[src/rtl/sokoban_pkg.sv]
// Shared Sokoban definitions: grid geometry, direction encoding and the
// bit layout of the packed game state {way, box, pos}.
package sokoban_pkg;

  localparam int GRID_W  = 8;
  localparam int CELLS   = 64;
  localparam int STATE_W = 134;
  localparam int POS_W   = 6;

  // Field slices of the packed game state.
  localparam int WAY_MSB = 133;
  localparam int WAY_LSB = 70;
  localparam int BOX_MSB = 69;
  localparam int BOX_LSB = 6;
  localparam int POS_MSB = 5;
  localparam int POS_LSB = 0;

  typedef enum logic [1:0] {
    DIR_UP    = 2'd0,
    DIR_DOWN  = 2'd1,
    DIR_LEFT  = 2'd2,
    DIR_RIGHT = 2'd3
  } dir_t;

  // Outcome of classifying a move request.
  typedef enum logic [1:0] {
    ACT_REJECT = 2'd0,
    ACT_WALK   = 2'd1,
    ACT_PUSH   = 2'd2
  } act_t;

  // One undo history record: the direction moved and whether a box moved with it.
  typedef struct packed {
    dir_t dir;
    logic pushed;
  } hist_ent_t;

endpackage

[src/rtl/move_history.sv]
// Bounded LIFO of undo records held in a ring buffer. A push when full
// overwrites the oldest record; a pop when empty does nothing.
module move_history #(
  parameter  int DEPTH   = 16,
  parameter  int ENTRY_W = 3,
  localparam int PTR_W   = $clog2(DEPTH),
  localparam int CNT_W   = $clog2(DEPTH) + 1
) (
  input  logic               clk,
  input  logic               reset,
  input  logic               clear,
  input  logic               push,
  input  logic               pop,
  input  logic [ENTRY_W-1:0] din,
  output logic [ENTRY_W-1:0] dout,
  output logic [CNT_W-1:0]   count
);

  logic [ENTRY_W-1:0] mem_q [DEPTH];
  logic [PTR_W-1:0]   top_q;   // slot the next push writes
  logic [CNT_W-1:0]   count_q;
  logic [PTR_W-1:0]   rd_idx;

  // Top-of-stack pointer and occupancy; the pointer wraps, so a full buffer
  // simply overwrites its oldest slot.
  always_ff @(posedge clk) begin
    // NOTE: registers are updated with non-blocking assignments so every
    // always_ff reads the pre-edge values regardless of evaluation order.
    if (reset || clear) begin
      top_q   <= '0;
      count_q <= '0;
    end else if (push) begin
      top_q <= top_q + 1'b1;
      if (count_q != CNT_W'(DEPTH)) count_q <= count_q + 1'b1;
    end else if (pop && (count_q != '0)) begin
      top_q   <= top_q - 1'b1;
      count_q <= count_q - 1'b1;
    end
  end

  // Record storage.
  // NOTE: the storage array has no reset; count_q gates what is visible,
  // so stale contents are never observed and the array can map to RAM.
  always_ff @(posedge clk) begin
    if (push) mem_q[top_q] <= din;
  end

  assign rd_idx = top_q - 1'b1;
  assign dout   = mem_q[rd_idx];
  assign count  = count_q;

endmodule

[src/rtl/move_engine.sv]
// Sokoban move sequencer: owns the game state, turns a direction request into
// a walk, a push or a rejection, and retracts moves from a bounded history.
module move_engine
  import sokoban_pkg::*;
#(
  parameter int DEPTH  = 16,
  parameter int STEP_W = 10
) (
  input  logic               clk,
  input  logic               reset,
  input  logic               load,
  input  logic [STATE_W-1:0] init_state,
  input  logic               start,
  input  logic [1:0]         dir,
  input  logic               undo,
  output logic [STATE_W-1:0] game_state,
  output logic               state_we,
  output logic               busy,
  output logic               done,
  output logic               accepted,
  output logic               can_undo,
  output logic [STEP_W-1:0]  steps
);

  localparam int CNT_W = $clog2(DEPTH) + 1;

  typedef enum logic [2:0] {
    S_IDLE,
    S_CALC,
    S_COMMIT,
    S_UNPOP,
    S_UNDO
  } state_t;

  state_t             state_q;
  logic [STATE_W-1:0] game_state_q;
  logic [STEP_W-1:0]  steps_q;
  dir_t               dir_q;
  act_t               act_q;
  logic [POS_W-1:0]   t1_q;
  logic [POS_W-1:0]   t2_q;
  hist_ent_t          ent_q;
  logic               done_q;
  logic               accepted_q;
  logic               state_we_q;
  logic               busy_q;

  // True when stepping from p in direction d leaves the 8x8 grid.
  function automatic logic off_grid(input logic [POS_W-1:0] p, input dir_t d);
    case (d)
      DIR_UP:    return p[5:3] == 3'd0;
      DIR_DOWN:  return p[5:3] == 3'd7;
      DIR_LEFT:  return p[2:0] == 3'd0;
      default:   return p[2:0] == 3'd7;
    endcase
  endfunction

  // Neighbour of p in direction d (only meaningful when not off-grid).
  function automatic logic [POS_W-1:0] step_fwd(input logic [POS_W-1:0] p, input dir_t d);
    case (d)
      DIR_UP:    return p - 6'd8;
      DIR_DOWN:  return p + 6'd8;
      DIR_LEFT:  return p - 6'd1;
      default:   return p + 6'd1;
    endcase
  endfunction

  // Neighbour of p opposite to direction d.
  function automatic logic [POS_W-1:0] step_back(input logic [POS_W-1:0] p, input dir_t d);
    case (d)
      DIR_UP:    return p + 6'd8;
      DIR_DOWN:  return p - 6'd8;
      DIR_LEFT:  return p + 6'd1;
      default:   return p - 6'd1;
    endcase
  endfunction

  // History interface.
  logic             hist_clear;
  logic             hist_push;
  logic             hist_pop;
  hist_ent_t        hist_din;
  logic [2:0]       hist_dout;
  logic [CNT_W-1:0] hist_count;

  assign hist_clear = (state_q == S_IDLE) && load;
  assign hist_push  = (state_q == S_COMMIT) && (act_q != ACT_REJECT);
  assign hist_pop   = (state_q == S_UNPOP);
  assign hist_din   = '{dir: dir_q, pushed: (act_q == ACT_PUSH)};

  move_history #(
    .DEPTH   (DEPTH),
    .ENTRY_W ($bits(hist_ent_t))
  ) u_history (
    .clk   (clk),
    .reset (reset),
    .clear (hist_clear),
    .push  (hist_push),
    .pop   (hist_pop),
    .din   (hist_din),
    .dout  (hist_dout),
    .count (hist_count)
  );

  // State field views and the candidate next states for each operation.
  logic [CELLS-1:0] way_v;
  logic [CELLS-1:0] box_v;
  logic [POS_W-1:0] pos_v;
  logic [POS_W-1:0] t1_c;
  logic [POS_W-1:0] t2_c;
  logic             t1_ok;
  logic             t2_ok;
  act_t             act_c;
  logic [CELLS-1:0] commit_box;
  logic [CELLS-1:0] undo_box;
  logic [POS_W-1:0] undo_pos;
  logic [POS_W-1:0] undo_fwd;

  // Move classification and next-state box bitmaps.
  always_comb begin
    // NOTE: every signal gets a default before any branch so no path leaves
    // a value unassigned, which would otherwise infer a latch.
    way_v      = game_state_q[WAY_MSB:WAY_LSB];
    box_v      = game_state_q[BOX_MSB:BOX_LSB];
    pos_v      = game_state_q[POS_MSB:POS_LSB];
    t1_c       = step_fwd(pos_v, dir_q);
    t1_ok      = !off_grid(pos_v, dir_q);
    t2_c       = step_fwd(t1_c, dir_q);
    t2_ok      = t1_ok && !off_grid(t1_c, dir_q);
    act_c      = ACT_REJECT;
    commit_box = box_v;
    undo_box   = box_v;
    undo_pos   = step_back(pos_v, ent_q.dir);
    undo_fwd   = step_fwd(pos_v, ent_q.dir);

    if (t1_ok && way_v[t1_c]) begin
      if (!box_v[t1_c])                              act_c = ACT_WALK;
      else if (t2_ok && way_v[t2_c] && !box_v[t2_c]) act_c = ACT_PUSH;
    end

    if (act_q == ACT_PUSH) begin
      commit_box[t1_q] = 1'b0;
      commit_box[t2_q] = 1'b1;
    end

    if (ent_q.pushed) begin
      undo_box[undo_fwd] = 1'b0;
      undo_box[pos_v]    = 1'b1;
    end
  end

  // Sequencer FSM with registered state and handshake outputs.
  always_ff @(posedge clk) begin
    if (reset) begin
      state_q      <= S_IDLE;
      game_state_q <= '0;
      steps_q      <= '0;
      dir_q        <= DIR_UP;
      act_q        <= ACT_REJECT;
      t1_q         <= '0;
      t2_q         <= '0;
      ent_q        <= '0;
      done_q       <= 1'b0;
      accepted_q   <= 1'b0;
      state_we_q   <= 1'b0;
      busy_q       <= 1'b0;
    end else begin
      done_q     <= 1'b0;
      accepted_q <= 1'b0;
      state_we_q <= 1'b0;
      case (state_q)
        S_IDLE: begin
          if (load) begin
            game_state_q <= init_state;
            steps_q      <= '0;
            state_we_q   <= 1'b1;
          end else if (undo) begin
            busy_q <= 1'b1;
            if (hist_count == '0) begin
              act_q   <= ACT_REJECT;
              state_q <= S_COMMIT;
            end else begin
              state_q <= S_UNPOP;
            end
          end else if (start) begin
            dir_q   <= dir_t'(dir);
            busy_q  <= 1'b1;
            state_q <= S_CALC;
          end
        end
        S_CALC: begin
          t1_q    <= t1_c;
          t2_q    <= t2_c;
          act_q   <= act_c;
          state_q <= S_COMMIT;
        end
        S_COMMIT: begin
          if (act_q != ACT_REJECT) begin
            game_state_q <= {way_v, commit_box, t1_q};
            if (steps_q != '1) steps_q <= steps_q + 1'b1;
            accepted_q   <= 1'b1;
            state_we_q   <= 1'b1;
          end
          done_q  <= 1'b1;
          busy_q  <= 1'b0;
          state_q <= S_IDLE;
        end
        S_UNPOP: begin
          ent_q   <= hist_ent_t'(hist_dout);
          state_q <= S_UNDO;
        end
        S_UNDO: begin
          game_state_q <= {way_v, undo_box, undo_pos};
          if (steps_q != '0) steps_q <= steps_q - 1'b1;
          done_q     <= 1'b1;
          accepted_q <= 1'b1;
          state_we_q <= 1'b1;
          busy_q     <= 1'b0;
          state_q    <= S_IDLE;
        end
        default: begin
          busy_q  <= 1'b0;
          state_q <= S_IDLE;
        end
      endcase
    end
  end

  assign game_state = game_state_q;
  assign state_we   = state_we_q;
  assign busy       = busy_q;
  assign done       = done_q;
  assign accepted   = accepted_q;
  assign can_undo   = (hist_count != '0);
  assign steps      = steps_q;

endmodule

[config.mk]
export PLATFORM = sky130hd
export DESIGN_NAME = move_engine
export DESIGN_NICKNAME = d
export VERILOG_FILES = /design/src/rtl/sokoban_pkg.sv /design/src/rtl/move_history.sv /design/src/rtl/move_engine.sv
export SDC_FILE = /design/constraint.sdc
export NUM_CORES = 1
export LEC_CHECK = 0
export CAP_MARGIN = 20
export CORE_UTILIZATION = 58
export DETAILED_ROUTE_END_ITERATION = 6
export HOLD_SLACK_MARGIN = 0.03
export PLACE_DENSITY = 0.89
export SYNTH_ARGS = -nofsm -noshare
export SYNTH_HDL_FRONTEND = slang
export SYNTH_SLANG_ARGS = --single-unit
[constraint.sdc]
create_clock -name clk -period 8.65 [get_ports clk]
set_clock_uncertainty 0.1 [all_clocks]
set_input_delay 1.73 -clock clk [delete_from_list [all_inputs] [get_ports clk]]
set_output_delay 1.73 -clock clk [all_outputs]
set_load 0.01 [all_outputs]
==> flow_metrics.env <==
export IMPL_status="finished with violations"
export IMPL_failed_checks="DRC"
export IMPL_synth_cell_types=76
export IMPL_top_layer="met4"
export IMPL_cts_root_buf="clkbuf_16"
export IMPL_drt_wirelength_per_cell_um=26.13
export IMPL_synth_area_leader_cell="dfxtp_1"
export IMPL_yosysSeqAreaShare_pct=33.26
export IMPL_clockBufferDepth=3
export IMPL_crit_fanout=66
export IMPL_num_vias=16816
export IMPL_crit_type="register to register"
export IMPL_avgSynthCellArea_sq_um=8.075
export IMPL_dieArea_sq_um=26700
export IMPL_nNetsFinal=2229
export IMPL_synth_fp_nets=2042
export IMPL_rsz0062_at_grt="false"
export IMPL_seq_power_share_pct=38.3
export IMPL_dr_pass1_iters=7
export IMPL_dr_wl_met2_um=28260
export IMPL_final_cell_mix="295 x nand2_1, 288 x clkdlybuf4s50_1, 222 x a21oi_1"
export IMPL_fin_setup_tns_ps=0
export IMPL_synth_seq_cells=227
export IMPL_hp_start="act_q[0]"
export IMPL_fin_crit_ps=5914
export IMPL_cts_tree="done"
export IMPL_ir_worst_vdd_v=0.0001961
export IMPL_globalplace_congestion=1.001
export IMPL_die_x_um=163.4
export IMPL_drv_slew=0
export IMPL_swShare_pct=35.37
export IMPL_clock_sinks=227
export IMPL_clk_latency_ps=560
export IMPL_hold_viol=0
export IMPL_worstPathRequired_ps=9030
export IMPL_wl_met3_um=7977
export IMPL_antenna_left=0
export IMPL_rows=58
export IMPL_power_mw=3.422
export IMPL_holdBufCountCts=0
export IMPL_dpl_hpwl_um=43770
export IMPL_die_height_um=163.4
export IMPL_maxCapViolations=0
export IMPL_r2r_start="game_state[0]"
export IMPL_grt_pass1_wl_um=93980
export IMPL_grt_ovfl_total=0
export IMPL_stdcell_count=2406
export IMPL_grt_max_degree=113
export IMPL_maxClockFrequency_ghz=0.1691
export IMPL_maxSlewHeadroom_pct=22.16
export IMPL_finalSetupViolCount=0
export IMPL_pwr_share_comb_pct=30.2
export IMPL_cts_resized=0
export IMPL_synth_warnings=0
export IMPL_critPathArrivalTime_ps=6290
export IMPL_tightest_slew_ps=1163
export IMPL_fin_crit_sh_pct=68.38
export IMPL_ios=290
export IMPL_p_per_area_nw_per_um2=181.6
export IMPL_clkTransAtPathRegs_ps=70
export IMPL_io_buffers=289
export IMPL_numCtsBuffers=25
export IMPL_synthFlopType="dfxtp_1"
export IMPL_clockPowerShare_pct=31.4
export IMPL_insertedDiodeCount=0
export IMPL_totalWireLength_um=62880
export IMPL_antenna_found_initial=0
export IMPL_setup_worst_path_start_class="register"
export IMPL_drt_iter0_drc=2840
export IMPL_cp_end_kind="register"
export IMPL_syn_to_final_growth_pct=24.71
export IMPL_via_per_inst=6.989
export IMPL_p_leak_nw=6.466
export IMPL_first_global_vias=15655
export IMPL_synth_area_top_cells="dfxtp_1 24%, edfxtp_1 9.5%, a21oi_1 7.4%"
export IMPL_fp_coreArea_sq_um=25400
export IMPL_layout_drive_gt1_share_pct=6.936
export IMPL_wl_met1_um=22240
export IMPL_synth_cell_area_sq_um=15110
export IMPL_p_sw_mw=1.210
export IMPL_placed_cells=2359
export IMPL_hold_class="register to register"
export IMPL_route_detailed_drc=1
export IMPL_start_util_pct=59.48
export IMPL_track_usage_pct=46.23
export IMPL_intPower_mw=2.211
export IMPL_netlist_area_leader_share_pct=23.72
export IMPL_final_common_cell="nand2_1"
export IMPL_cp_startpoint="game_state[0]"
export IMPL_postCtsSetupBuffers=0
export IMPL_netlist_instances=1871
export IMPL_h_tree_depth=1
export IMPL_synthArstFlopShare_pct=0
export IMPL_synth_edf_count=48
-- state kept, by name, summed over array words and instances, names as in the netlist, 2 cells and up --
signal	cells
u_history.top_q	4
act_q	2
steps	10
u_history.count	5
game_state	134
ent_q	3
dir_q	2
u_history.mem_q	48
t1_q	6
state_q	3
t2_q	6
-- per-layer routing --
layer	vias up	track usage [%]
met5	-	0
met4	0	28.93
met3	297	10.67
met2	1434	72.28
met1	7818	57.57
li1	7267	-
-- final cells by class --
| cell class | instances | area (sq um) |
|---|---|---|
| Timing Repair Buffer | 315 | 3084 |
| Fill cell | 1834 | 6558 |
| Sequential cell | 227 | 5026 |
| Tap cell | 330 | 412.9 |
| Clock inverter | 13 | 138.9 |
| Inverter | 32 | 120.1 |
| Multi-Input combinational cell | 1457 | 9388 |
| Clock buffer | 32 | 671.9 |
-- power by group through the flow --
stage	logic (mW)	clock network (mW)	registers, mW
final	1.03	1.08	1.31
after global routing	1.09	1.11	1.31
after CTS	1.00	1.07	1.30
after detailed placement	0.993	0	1.32
after global placement	0.975	0	1.32
after floorplan	0.604	0	1.27
-- logic make-up after synthesis --
family / synth area share, %
fa+ha+maj: 2.683
xor+xnor: 2.029
flops: 33.26
mux: 13.24
buf+inv: 5.168
simple gates: 18.87
compound gates: 24.75
-- stage by stage --
stage / area, sq um / worst slack [ps] / utilization [%] / hold WS [ps]
2_1_floorplan: 15110 / 2948 / - / 345.2
3_3_place_gp: 18010 / 3080 / 70.91 / 354.9
3_5_place_dp: 18010 / 2919 / 70.93 / 369.9
4_1_cts: 18830 / 2859 / 74.12 / 383.7
5_1_grt: 18840 / 2503 / 74.18 / 423.0
6_report: 18840 / 2736 / 74.18 / 379.8
-- worst paths after layout --
path | slack [ps] | cells past startpoint | endpoint
setup reg to reg | 2740 | 15 | act_q[1]
setup / recovery | 2740 | 15 | act_q[1]
hold reg to reg | 380 | 2 | act_q[0]
hold / removal | 380 | 2 | act_q[0]
-- critical path, stage by stage (launching register included) --
cell	delay, ps
dfxtp_2	320
buf_4	560
xor2_4	220
buf_4	730
inv_2	480
fa_1	590
nor2b_1	210
or2_1	440
buf_4	430
mux2i_1	140
mux4_2	520
a211o_1	260
mux2_2	270
mux2i_1	130
mux2i_1	110
o31ai_2	230
-- cell usage after synthesis (26+ instances only) --
master / instances
o21ai_0: 187
nand2_1: 295
dfxtp_1: 179
mux4_2: 45
a221oi_1: 72
ha_1: 26
nand3_1: 97
a21oi_1: 223
inv_1: 27
clkbuf_1: 105
o2bb2ai_1: 32
nor2_1: 133
edfxtp_1: 48
mux2i_1: 90
buf_2: 33
Note: power is estimated with default switching activity, not from simulation.
